--- src/rtl/simd_instr_encoder.sv ---
// simd_instr_encoder: packed-SIMD (OP-P) R-type instruction encoder.
// Requests (fu_op, rd, rs1, rs2, repeat) are queued in a small FIFO. A two-state
// FSM pops them and streams {funct7, rs2, rs1, 3'b000, rd, OPCODE} words over a
// valid/ready interface, incrementing rd on each repeated copy.
// Optional feature macro: SIMD_ENC_ILLEGAL_CNT_EN adds illegal_cnt_o, a saturating
// count of dropped (unsupported) requests.

package simd_enc_pkg;
  // Operation codes: a few scalar ops (not encodable here) followed by the SIMD set.
  typedef enum logic [4:0] {
    ADD, SUB, XORL, ORL,
    RADD16, RSUB16, RADD8, RSUB8, KADD16, KSUB16, KADD8, KSUB8,
    URADD16, URSUB16, URADD8, URSUB8, UKADD16, UKSUB16, UKADD8, UKSUB8,
    ADD16, SUB16, CRAS16, CRSA16, ADD8, SUB8, SMUL8, UMUL8
  } fu_op;
endpackage

module simd_instr_encoder
  import simd_enc_pkg::*;
#(
  parameter int unsigned FIFO_DEPTH = 4,
  parameter logic [6:0]  OPCODE     = 7'b1110111,
  parameter bit          SKIP_X0    = 1'b1
) (
  input  logic        clk_i,
  input  logic        rst_ni,
  input  logic        flush_i,
  input  logic        req_valid_i,
  output logic        req_ready_o,
  input  fu_op        req_op_i,
  input  logic [4:0]  req_rd_i,
  input  logic [4:0]  req_rs1_i,
  input  logic [4:0]  req_rs2_i,
  input  logic [3:0]  req_repeat_i,
  output logic        instr_valid_o,
  input  logic        instr_ready_i,
  output logic [31:0] instr_o,
  output logic        instr_last_o,
  output logic        illegal_o,
  output logic        busy_o
`ifdef SIMD_ENC_ILLEGAL_CNT_EN
  ,
  output logic [15:0] illegal_cnt_o
`endif
);

  localparam int PTR_W = (FIFO_DEPTH > 1) ? $clog2(FIFO_DEPTH) : 1;
  localparam int CNT_W = PTR_W + 1;
  localparam logic [CNT_W-1:0] DEPTH_C = CNT_W'(FIFO_DEPTH);

  typedef struct packed {
    fu_op       op;
    logic [4:0] rd;
    logic [4:0] rs1;
    logic [4:0] rs2;
    logic [3:0] rep;
  } req_t;

  typedef enum logic {IDLE, EMIT} state_e;

  // {legal, funct7} for an operation; unsupported ops return legal = 0.
  function automatic logic [7:0] encode_f7(input fu_op op);
    case (op)
      RADD16:  return {1'b1, 7'b0000000};
      RSUB16:  return {1'b1, 7'b0000001};
      RADD8:   return {1'b1, 7'b0000100};
      RSUB8:   return {1'b1, 7'b0000101};
      KADD16:  return {1'b1, 7'b0001000};
      KSUB16:  return {1'b1, 7'b0001001};
      KADD8:   return {1'b1, 7'b0001100};
      KSUB8:   return {1'b1, 7'b0001101};
      URADD16: return {1'b1, 7'b0010000};
      URSUB16: return {1'b1, 7'b0010001};
      URADD8:  return {1'b1, 7'b0010100};
      URSUB8:  return {1'b1, 7'b0010101};
      UKADD16: return {1'b1, 7'b0011000};
      UKSUB16: return {1'b1, 7'b0011001};
      UKADD8:  return {1'b1, 7'b0011100};
      UKSUB8:  return {1'b1, 7'b0011101};
      ADD16:   return {1'b1, 7'b0100000};
      SUB16:   return {1'b1, 7'b0100001};
      CRAS16:  return {1'b1, 7'b0100010};
      CRSA16:  return {1'b1, 7'b0100011};
      ADD8:    return {1'b1, 7'b0100100};
      SUB8:    return {1'b1, 7'b0100101};
      SMUL8:   return {1'b1, 7'b1010100};
      UMUL8:   return {1'b1, 7'b1011100};
      default: return 8'h00;
    endcase
  endfunction

  req_t             fifo_mem [FIFO_DEPTH];
  logic [PTR_W-1:0] wr_ptr_q, wr_ptr_d, rd_ptr_q, rd_ptr_d;
  logic [CNT_W-1:0] count_q, count_d;
  state_e           state_q, state_d;
  logic [6:0]       funct7_q, funct7_d;
  logic [4:0]       rd_q, rd_d, rs1_q, rs1_d, rs2_q, rs2_d, rd_inc;
  logic [3:0]       rem_q, rem_d;
  logic             illegal_q, illegal_d;
  logic             push, pop, handshake;
  logic [7:0]       head_code;
  req_t             head, req_in;

  assign req_ready_o   = (count_q < DEPTH_C);
  assign instr_valid_o = (state_q == EMIT);
  assign instr_o       = instr_valid_o ? {funct7_q, rs2_q, rs1_q, 3'b000, rd_q, OPCODE} : 32'h0;
  assign instr_last_o  = instr_valid_o && (rem_q == 4'd0);
  assign illegal_o     = illegal_q;
  assign busy_o        = (count_q != '0) || (state_q != IDLE);

  assign req_in    = '{op: req_op_i, rd: req_rd_i, rs1: req_rs1_i, rs2: req_rs2_i, rep: req_repeat_i};
  assign head      = fifo_mem[rd_ptr_q];
  assign head_code = encode_f7(head.op);
  assign push      = req_valid_i && req_ready_o && !flush_i;
  assign pop       = (state_q == IDLE) && (count_q != '0) && !flush_i;
  assign handshake = instr_valid_o && instr_ready_i;
  assign rd_inc    = (SKIP_X0 && (rd_q == 5'd31)) ? 5'd1 : rd_q + 5'd1;

  // FIFO storage: no reset needed, validity is tracked by count/pointers.
  always_ff @(posedge clk_i) begin
    if (push) fifo_mem[wr_ptr_q] <= req_in;
  end

  // Next-state: FIFO bookkeeping, pop/emit FSM, flush override last.
  always_comb begin
    wr_ptr_d  = wr_ptr_q;
    rd_ptr_d  = rd_ptr_q;
    state_d   = state_q;
    funct7_d  = funct7_q;
    rd_d      = rd_q;
    rs1_d     = rs1_q;
    rs2_d     = rs2_q;
    rem_d     = rem_q;
    illegal_d = 1'b0;
    count_d   = count_q + CNT_W'(push) - CNT_W'(pop);
    if (push) wr_ptr_d = wr_ptr_q + 1'b1;
    if (pop) begin
      rd_ptr_d = rd_ptr_q + 1'b1;
      if (head_code[7]) begin
        state_d  = EMIT;
        funct7_d = head_code[6:0];
        rd_d     = head.rd;
        rs1_d    = head.rs1;
        rs2_d    = head.rs2;
        rem_d    = head.rep;
      end else begin
        illegal_d = 1'b1;
      end
    end
    if ((state_q == EMIT) && handshake) begin
      if (rem_q == 4'd0) begin
        state_d = IDLE;
      end else begin
        rem_d = rem_q - 4'd1;
        rd_d  = rd_inc;
      end
    end
    if (flush_i) begin
      wr_ptr_d  = '0;
      rd_ptr_d  = '0;
      count_d   = '0;
      state_d   = IDLE;
      illegal_d = 1'b0;
    end
  end

  // State register with asynchronous active-low reset.
  always_ff @(posedge clk_i or negedge rst_ni) begin
    if (!rst_ni) begin
      wr_ptr_q  <= '0;
      rd_ptr_q  <= '0;
      count_q   <= '0;
      state_q   <= IDLE;
      funct7_q  <= '0;
      rd_q      <= '0;
      rs1_q     <= '0;
      rs2_q     <= '0;
      rem_q     <= '0;
      illegal_q <= 1'b0;
    end else begin
      wr_ptr_q  <= wr_ptr_d;
      rd_ptr_q  <= rd_ptr_d;
      count_q   <= count_d;
      state_q   <= state_d;
      funct7_q  <= funct7_d;
      rd_q      <= rd_d;
      rs1_q     <= rs1_d;
      rs2_q     <= rs2_d;
      rem_q     <= rem_d;
      illegal_q <= illegal_d;
    end
  end

`ifdef SIMD_ENC_ILLEGAL_CNT_EN
  logic [15:0] illegal_cnt_q;

  // Saturating illegal-request counter; survives flush, cleared by reset only.
  always_ff @(posedge clk_i or negedge rst_ni) begin
    if (!rst_ni) begin
      illegal_cnt_q <= '0;
    end else if (illegal_d && (illegal_cnt_q != 16'hFFFF)) begin
      illegal_cnt_q <= illegal_cnt_q + 16'd1;
    end
  end

  assign illegal_cnt_o = illegal_cnt_q;
`endif

endmodule

--- config.mk ---
export PLATFORM = sky130hd
export DESIGN_NAME = simd_instr_encoder
export DESIGN_NICKNAME = d
export VERILOG_FILES = /design/src/rtl/simd_instr_encoder.sv
export SDC_FILE = /design/constraint.sdc
export NUM_CORES = 1
export LEC_CHECK = 0
export BUFFER_PORTS_ARGS = -buffer_cell sky130_fd_sc_hd__buf_2
export CAP_MARGIN = 20
export CORE_MARGIN = 2
export CORE_UTILIZATION = 58
export CTS_BUF_LIST = sky130_fd_sc_hd__clkbuf_16
export CTS_CLUSTER_DIAMETER = 80
export CTS_CLUSTER_SIZE = 8
export DETAILED_ROUTE_END_ITERATION = 10
export PLACE_DENSITY = 0.79
export SYNTH_ARGS = -nofsm -noshare
export SYNTH_HDL_FRONTEND = slang
export SYNTH_SLANG_ARGS = --single-unit
--- constraint.sdc ---
create_clock -name clk_i -period 2.51 [get_ports clk_i]
set_input_delay 0.502 -clock clk_i [delete_from_list [all_inputs] [get_ports clk_i]]
set_output_delay 0.502 -clock clk_i [all_outputs]
set_load 0.03 [all_outputs]
==> impl_metrics.toml <==
[synth]
ys_ff_latch = 131
synth_area_leaders = "edfxtp_1, dfrtp_1, mux4_2"
yosysTopAreaCell = "edfxtp_1"
synth_top_cell_area_share_pct = 52.3
seq_area_frac_synth_pct = 68.2
postSynthCellCount = 371
syn_area_per_cell_um2 = 14.8
synth_area_mm2 = 0.00551
ys_warn_count = 0
ys_types = 41

[drt]
wl_per_cell_um = 18.0
wl_met3_um = 661
routed.top_layer = "met4"
num_vias = 3233
routed_wl_um = 10500
dr.pass1.iters = 4
drtIter0Drc = 220
ant_nets = 0
vias_per_cell = 5.55
drc = 0
wl_met2_um = 5410
met1_length_um = 4230

[cells_and_area]
syn_to_final_growth_pct = 19.4
nNetsFinal = 479
diodes = 0
regArea_mm2 = 0.00376
n_fill_cell = 552
finish.utilization_pct = 71.2
fin_area_mm2 = 0.00658
multi_input_area_mm2 = 0.00156
drive_gt1_share_pct = 30.4

[job]
max-cap-violations = 0

[clock_tree]
h-tree-depth = 4
clkTransAtPathRegs_ns = 0.06
clock_latency_ns = 0.41
cts_setup_buffers = 0
cts_hold_buf = 0
cts_tree = "done"
clk_path_buf_depth = 2
cts_buffers = 17
clock_sinks = 131
cts-root-buf = "clkbuf_16"

[global_routing]
grt_pass1_vias = 3319
grt_first_pass_wirelength_um = 17000
grt-ovfl-total = 0
grt_antenna_before_repair = 0
grt_max_degree = 36
grtUsageTotal_pct = 22.8

[sta]
finalHoldViolCount = 0
finalSetupTns_ns = 0
report.final.slew_viol_count = 0
rsz0062_at_grt = "no"
worst_pin_slew_ns = 0.845
period_minus_slack_ns = 2.31
setup_viol = 0
timing.hold.ws_ns = 0.200
slew_headroom_pct = 43.6
finClkSkew_ns = 0.00749
fmax_ghz = 0.432
period_share_pct = 92.2

[die]
ios = 66
start_util_pct = 59.6
die_h_um = 101
coreArea_mm2 = 0.00924
die_area_mm2 = 0.0103
rows = 35
die_x_um = 101

[placed_design]
gp_congestion = 0.796
port-buffer-count = 61
dpl.hpwl_um = 6490
placed_area_mm2 = 0.00594

[setup_path]
reg2reg_from = "rd_ptr_q[0]"
reg2regPathDepth = 5
r2r-end = "rem_q[0]"
cp-end-kind = "primary output"
required_ns = 2.01
rrSetupSlack_ns = 0.21
cp_max_fo = 4
arrival_ns = 1.81
path_class = "reg -> out"
crit_path_start_kind = "flop"

[outcome]
status = "completed"

[hold_path]
hold_path_class = "in -> async"

[power]
total_power_mw = 7.49
powerDensity_mw_per_mm2 = 1140
leakage_nw = 2.60
vdd_ir_drop_max_mv = 0.587
-- cell usage after synthesis --
cell type and count:
nor2b_1 3, xor2_1 1, buf_4 11, a21o_1 1, or3_4 1, buf_6 2, nor3_1 5, clkbuf_1 11
o22ai_1 1, nor4_1 2, o21ai_1 1, buf_2 2, inv_1 11, a21oi_1 9, and2_1 26, o41ai_1 1
dfrtp_1 35, conb_1 1, nand3_1 6, a31oi_1 2, o311ai_0 1, or3b_2 1, o2bb2ai_1 2, nor2_1 22
and3_1 2, a311oi_1 1, mux2i_1 1, buf_1 3, fa_1 1, and3_4 1, a211o_1 1, a32oi_1 4
xnor2_1 5, o221ai_1 1, mux4_2 24, a22oi_1 3, o21ai_0 7, edfxtp_1 96, ha_1 8, or3_1 1
nand2_1 54
-- cells by family (layout without fill, tap and decap cells) --
logic type | after synthesis | count (layout) | synth area share, %
xor+xnor | 6 | 6 | 0.954
flops | 131 | 131 | 68.2
buf+inv | 40 | 120 | 3.79
compound gates | 35 | 35 | 4.18
simple gates | 124 | 124 | 10.6
other cells | 1 | 4 | 0.0681
fa+ha+maj | 9 | 9 | 2.18
mux | 25 | 25 | 9.99
-- metal layers --
layer  global-route usage (%)  up-vias
li1                         -     1491
met1                     28.1     1608
met2                     38.2      116
met3                     5.66       18
met4                     11.1        0
met5                        0        -
-- worst max-delay path: stages, from the launching register on --
cell and delay [ns]:
dfrtp_1 0.40, inv_1 0.07, ha_1 0.17, or3b_2 0.48
nor2_1 0.09, buf_2 0.20
-- cell usage in the layout (no fill, tap or decap), types with 8 or more instances in the layout --
cell,count
a21oi_1,9
ha_1,8
nand2_1,54
and2_1,26
nor2_1,22
edfxtp_1,96
dfrtp_1,35
inv_1,11
buf_4,16
mux4_2,24
buf_2,61
clkbuf_16,17
-- per-stage QoR --
step	worst slack, ns	cells
2_1_floorplan	0.266	374
3_3_place_gp	0.0859	551
3_5_place_dp	-0.000306	551
4_1_cts	0.0598	583
5_1_grt	0.0883	583
6_report	0.196	583
-- flip-flops by register name (all words and copies together) (netlist names), 2 cells and up --
name / count
fifo_mem: 96
rem_q: 4
count_q: 3
rs2_q: 5
rs1_q: 5
funct7_q: 7
wr_ptr_q: 2
rd_q: 5
rd_ptr_q: 2
-- power by group --
group	internal (mW)	total [mW]	switching [mW]
Sequential	2.65	2.87	0.217
Clock	1.67	2.60	0.925
Combinational	0.790	2.02	1.23
-- worst max path at each step --
stage	from	endpoint	slack, ns
floorplan	instr_valid_o	count_q[2]	0.27
global placement	count_q[2]	count_q[2]	0.09
detailed placement	count_q[2]	count_q[2]	-0.0003
CTS	rd_ptr_q[0]	rem_q[0]	0.06
global route	count_q[2]	count_q[2]	0.09
finish	rem_q[0]	instr_last_o	0.20
-- area by class of cell --
cell class,instances,area share (%)
sequential,131,57.1
multi-input combinational,203,23.7
tap,129,2.45
clock inverter,15,3.12
clock buffer,17,6.47
inverter,11,0.627
timing repair buffer,77,6.47
-- repair_timing --
action | 4_1_cts | 5_1_grt
resized for setup | 1 | 1
hold endpoints to repair | 0 | 0
endpoints found under the setup margin | 1 | 6
pin swaps | 0 | 0
gates cloned | 0 | 0
Power figures use the tool's default switching activity.
